### src/rtl/l4_ctrl_unit.sv
// Multicycle fetch/decode/execute/memory control FSM for the Lab 4 16-bit datapath.
// Optional memory-wait timeout (bus error, then HALT) is built when L4_CTRL_TIMEOUT_EN is defined.
module l4_ctrl_unit #(
   parameter int unsigned CNT_W          = 16,
   parameter int unsigned TIMEOUT_CYCLES = 15
) (
   input  logic             clk,
   input  logic             reset,
   input  logic [3:0]       opcode,
   input  logic             alu_zero,
   input  logic             mem_ready,
   output logic             IRin,
   output logic             pc_inc,
   output logic             pc_load,
   output logic             mem_req,
   output logic             mem_we,
   output logic             addr_sel,
   output logic             rf_we,
   output logic             rf_src_sel,
   output logic [3:0]       alu_op,
   output logic             halted,
   output logic             illegal_op,
   output logic             bus_err,
   output logic [2:0]       state,
   output logic [CNT_W-1:0] instr_count
);

   localparam logic [2:0] ST_FETCH  = 3'd0;
   localparam logic [2:0] ST_DECODE = 3'd1;
   localparam logic [2:0] ST_EXEC   = 3'd2;
   localparam logic [2:0] ST_MEM    = 3'd3;
   localparam logic [2:0] ST_HALT   = 3'd4;

   localparam logic [3:0] OP_NOP   = 4'd0;
   localparam logic [3:0] OP_ADD   = 4'd1;
   localparam logic [3:0] OP_SUB   = 4'd2;
   localparam logic [3:0] OP_AND   = 4'd3;
   localparam logic [3:0] OP_OR    = 4'd4;
   localparam logic [3:0] OP_XOR   = 4'd5;
   localparam logic [3:0] OP_NOT   = 4'd6;
   localparam logic [3:0] OP_SHL   = 4'd7;
   localparam logic [3:0] OP_SHR   = 4'd8;
   localparam logic [3:0] OP_LOAD  = 4'd9;
   localparam logic [3:0] OP_STORE = 4'd10;
   localparam logic [3:0] OP_HALT  = 4'd11;
   localparam logic [3:0] OP_JMP   = 4'd12;
   localparam logic [3:0] OP_BZ    = 4'd13;

   localparam logic [3:0] ALU_PASS_A = 4'd0;

   logic [2:0] next_state;
   logic       retire;
   logic       timeout_hit;

   // State register and retired-instruction counter.
   always_ff @(posedge clk) begin
      if (reset) begin
         state       <= ST_FETCH;
         instr_count <= '0;
      end else begin
         state <= next_state;
         if (retire) begin
            instr_count <= instr_count + CNT_W'(1);
         end
      end
   end

   // Next-state and strobe decode; every strobe stays low while reset is high.
   always_comb begin
      next_state = state;
      IRin       = 1'b0;
      pc_inc     = 1'b0;
      pc_load    = 1'b0;
      mem_req    = 1'b0;
      mem_we     = 1'b0;
      addr_sel   = 1'b0;
      rf_we      = 1'b0;
      rf_src_sel = 1'b0;
      alu_op     = ALU_PASS_A;
      halted     = 1'b0;
      illegal_op = 1'b0;
      retire     = 1'b0;

      if (!reset) begin
         case (state)
            ST_FETCH: begin
               mem_req = 1'b1;
               if (mem_ready) begin
                  IRin       = 1'b1;
                  pc_inc     = 1'b1;
                  next_state = ST_DECODE;
               end else if (timeout_hit) begin
                  next_state = ST_HALT;
               end
            end

            ST_DECODE: begin
               case (opcode)
                  OP_NOP: begin
                     retire     = 1'b1;
                     next_state = ST_FETCH;
                  end
                  OP_ADD, OP_SUB, OP_AND, OP_OR,
                  OP_XOR, OP_NOT, OP_SHL, OP_SHR: begin
                     next_state = ST_EXEC;
                  end
                  OP_LOAD, OP_STORE: begin
                     next_state = ST_MEM;
                  end
                  OP_JMP: begin
                     pc_load    = 1'b1;
                     retire     = 1'b1;
                     next_state = ST_FETCH;
                  end
                  OP_BZ: begin
                     // Branch condition comes from src_reg1 passed straight through the ALU.
                     pc_load    = alu_zero;
                     retire     = 1'b1;
                     next_state = ST_FETCH;
                  end
                  OP_HALT: begin
                     retire     = 1'b1;
                     next_state = ST_HALT;
                  end
                  default: begin
                     illegal_op = 1'b1;
                     retire     = 1'b1;
                     next_state = ST_FETCH;
                  end
               endcase
            end

            ST_EXEC: begin
               alu_op     = opcode;
               rf_we      = 1'b1;
               retire     = 1'b1;
               next_state = ST_FETCH;
            end

            ST_MEM: begin
               mem_req  = 1'b1;
               addr_sel = 1'b1;
               mem_we   = (opcode == OP_STORE);
               if (mem_ready) begin
                  rf_we      = (opcode == OP_LOAD);
                  rf_src_sel = (opcode == OP_LOAD);
                  retire     = 1'b1;
                  next_state = ST_FETCH;
               end else if (timeout_hit) begin
                  next_state = ST_HALT;
               end
            end

            ST_HALT: begin
               halted = 1'b1;
            end

            default: begin
               next_state = ST_FETCH;
            end
         endcase
      end
   end

`ifdef L4_CTRL_TIMEOUT_EN
   localparam int unsigned WAIT_W = (TIMEOUT_CYCLES > 1) ? $clog2(TIMEOUT_CYCLES) : 1;

   logic [WAIT_W-1:0] wait_cnt;
   logic              bus_err_q;
   logic              waiting;

   // Derived from state rather than mem_req to keep the decode loop-free.
   assign waiting     = !reset && !mem_ready && ((state == ST_FETCH) || (state == ST_MEM));
   assign timeout_hit = waiting && (wait_cnt == WAIT_W'(TIMEOUT_CYCLES - 1));
   assign bus_err     = bus_err_q;

   always_ff @(posedge clk) begin
      if (reset) begin
         wait_cnt  <= '0;
         bus_err_q <= 1'b0;
      end else begin
         if (timeout_hit) begin
            bus_err_q <= 1'b1;
         end
         if (next_state != state) begin
            wait_cnt <= '0;
         end else if (waiting) begin
            wait_cnt <= wait_cnt + WAIT_W'(1);
         end
      end
   end
`else
   assign timeout_hit = 1'b0;
   assign bus_err     = 1'b0;

   // Timeout depth has no effect when the wait counter is not built.
   if (TIMEOUT_CYCLES == 0) begin : g_timeout_unused
   end
`endif

endmodule
### config.mk
export PLATFORM = sky130hd
export DESIGN_NAME = l4_ctrl_unit
export DESIGN_NICKNAME = d
export VERILOG_FILES = /design/src/rtl/l4_ctrl_unit.sv
export SDC_FILE = /design/constraint.sdc
export NUM_CORES = 1
export LEC_CHECK = 0
export BUFFER_PORTS_ARGS = -buffer_cell sky130_fd_sc_hd__buf_2
export CORE_MARGIN = 3
export CORE_UTILIZATION = 45
export DETAILED_ROUTE_END_ITERATION = 6
export PLACE_DENSITY = 0.69
export SLEW_MARGIN = 20
export SYNTH_ARGS = -nofsm -noshare
export SYNTH_HDL_FRONTEND = slang
export SYNTH_SLANG_ARGS = --single-unit
### constraint.sdc
create_clock -name clk -period 4.4 [get_ports clk]
set_input_delay 0.44 -clock clk [delete_from_list [all_inputs] [get_ports clk]]
set_output_delay 0.44 -clock clk [all_outputs]
set_load 0.03 [all_outputs]
==> impl_metrics.tcl <==
set metrics [dict create \
    crit_path_end_kind "primary output" \
    async_reset_ff_frac 0 \
    postCtsSetupRepairBufs 0 \
    crit_path_max_fanout 38 \
    syn-num-nets 164 \
    dpl-instance-area_mm2 0.00151 \
    synth_top_family_by_area "simple AND/OR/NAND/NOR gates" \
    period_share 0.512 \
    path_class "in -> out" \
    fin_area_mm2 0.00154 \
    skew_ns 0.00360 \
    synth_top_area_cell "dfxtp_1" \
    fin_ws_ns 2.15 \
    synth_simple_gate_area_frac 0.332 \
    fmax_ghz 0.444 \
    root_buffer "clkbuf_4" \
    rr_endpoint "instr_count[11]" \
    fp.dieArea_mm2 0.00369 \
    postCtsResizedCells 0 \
    yosys.area.top_type_share 0.282 \
    setup_violations 0 \
    critPathTopFamily "buffers and inverters" \
    cts_hold_buf 0 \
    final_nets 196 \
    drv_slew 0 \
    ys_seq_elements 19 \
    grt_pass1_wl_um 5130 \
    antenna_left 0 \
    clk_latency_ns 0.31 \
    post_drt_wl_per_cell_um 13.6 \
    slowest_stage "buf_2" \
    final_cells 217 \
    first_iter_violations 57 \
    cp_data_arrival_time_ns 1.81 \
    cts_buffer_depth 2 \
    hp-class "in -> reg" \
    die_y_um 60.8 \
    synth_mux_area_frac 0.133 \
    synth_edf_count 0 \
    grt_usage 0.179 \
    cts_tree "yes" \
    ys_seq_area_frac 0.282 \
    crit_buf_inv 2 \
    hold_viol_final 0 \
    start_kind "primary input" \
    portBuffers 40 \
    ys.warnings.count 0 \
    fp-row-count 19 \
    grt_pass1_vias 1204 \
    synthAdderAreaFrac 0.00927 \
    rsz0062_at_grt "false" \
    r2r_start "state[1]" \
    placed_cells 213 \
    p_total_uw 329 \
    syn_area_per_cell_um2 8.71 \
    r2r_setup_slack_ns 2.33 \
    grt_max_degree 39 \
    top_layer "met4" \
    synth_flop_cell "dfxtp_1" \
    wirelength_met1_um 1320 \
    startpoint "reset" \
    io_pins 42 \
    dr.pass1.iters 6 \
    crit_cells 6 \
    endpoint "rf_we" \
    layout-drive-gt1-share 0.323 \
    vias 1242 \
    cts_max_level 1 \
    critPathRequiredTime_ns 3.96 \
    antenna_cells 0 \
    core_mm2 0.00281 \
    cellLeakagePower_uw 0.000718 \
    netlist_instances 155 \
    routed_via_density 5.72 \
    syn_area_mm2 0.00135 \
    setup_tns_ns 0 \
    cts_inserted_buffers 3 \
    gr-total-overflow 0 \
    clk_pin_slew_ns 0.10 \
    synth_compound_area_frac 0.167 \
    synthXorXnorAreaFrac 0.00649 \
    powerDensity_mw_per_mm2 214 \
    reg2regPathDepth 4 \
    post-dp-hpwl_um 2080 \
    drc 0 \
    cap_violations 0 \
    start_util 0.481 \
    min_period_ns 2.25 \
    syn_to_final_growth_pct 14.0 \
    cpMostUsedCell "buf_2" \
    status "finished clean" \
    wl_met3_um 126 \
    hold_depth 3 \
    route.met2.wl_um 1480 \
    tightest_slew_ns 0.675 \
    antenna_found_initial 0 \
    yosys-top-cells-area "dfxtp_1, nor2b_1, mux2_1" \
    cp_cell_sequence "buf_2 -> nor2_1 -> and3_1 -> and4b_1 -> a21o_1 -> buf_2" \
    drt_wl_total_um 2950 \
    finalWeightedCongestion 0.751 \
    dp_slack_ns 2.16 \
    irDropWorstVdd_mv 0.101 \
    cts_sinks 19 \
    fp.dieW_um 60.8 \
    synth_cell_type_count 37 \
    cpPeakStageDelay_ns 0.50 \
    slew_headroom 0.550 \
]
## Yosys cell counts (2+ instances only)
cell type  count
nand4_1        5
nor3_1         4
buf_6          2
mux2_4         6
mux2_1         8
dfxtp_1       19
nand3_1        8
a21boi_1       2
and4_1         4
and4b_1        2
a211oi_1       7
and3_1         6
clkbuf_1       6
buf_4          3
nor2_1        17
nor2b_1       15
and2_1         2
a21oi_1        6
inv_1          3
nor4_1         2
a21o_1         3
nand2b_1       3
nand2_1        3
a21oi_2        6
## stage by stage
step	hold WS, ns	utilization
final	0.473	0.549
after global routing	0.489	0.549
after CTS	0.473	0.549
after detailed placement	0.496	0.539
after global placement	0.486	0.539
after floorplan	0.612	-
## layout make-up
class                           count  area (µm²)
Multi-Input combinational cell    119         878
Inverter                            4        15.0
Sequential cell                    19         380
Fill cell                         284        1270
Tap cell                           31        38.8
Clock buffer                        4        26.3
Timing Repair Buffer               40         200
## layout by cell type (no fill, tap or decap), drive strengths merged, types with 2 or more instances in the layout
cell type	n
nand2b	3
a21o	3
and4b	2
mux2	14
buf	40
a21boi	2
nor2	17
nand2	3
and4	4
dfxtp	19
and3	6
and2	2
nor4	3
nor2b	15
clkbuf	4
nand4	5
a21oi	12
a211oi	7
inv	4
nand3	9
nor3	4
## worst min-delay path: stages
cell and delay, ns:
buf_2 0.12, nand2b_1 0.09, a2111oi_0 0.09
## metal layers
metal,vias to the layer above,track usage
met3,3,0.0298
met4,0,0.0836
li1,615,-
met5,-,0
met1,595,0.217
met2,29,0.307
## power by group
part / internal (µW) / leakage, µW / switching [µW]
Combinational: 17.2 / 0.000549 / 40.2
Clock: 35.5 / 0.0000150 / 56.5
Sequential: 174 / 0.000153 / 5.06
Total: 227 / 0.000718 / 102
## registers in the layout, summed over array words and instances, names as in the netlist
name         count
state            3
instr_count     16
## cell families after synthesis
group,count (synthesis)
AO/OA/AOI/OAI,28
buffers and inverters,17
flip-flops,19
AND/OR/NAND/NOR,74
other,1
adder cells (fa/ha/maj),1
XOR/XNOR,1
multiplexers,14
## how the worst min path moves through the flow
stage	start	endpoint	slack, ns
after global placement	instr_count[1]	instr_count[1]	0.49
after detailed placement	instr_count[1]	instr_count[1]	0.50
after global routing	mem_ready	state[0]	0.49
after floorplan	instr_count[1]	instr_count[1]	0.61
after CTS	mem_ready	state[0]	0.47
final	mem_ready	state[0]	0.47
No activity file was read; power rests on OpenSTA's default activity.
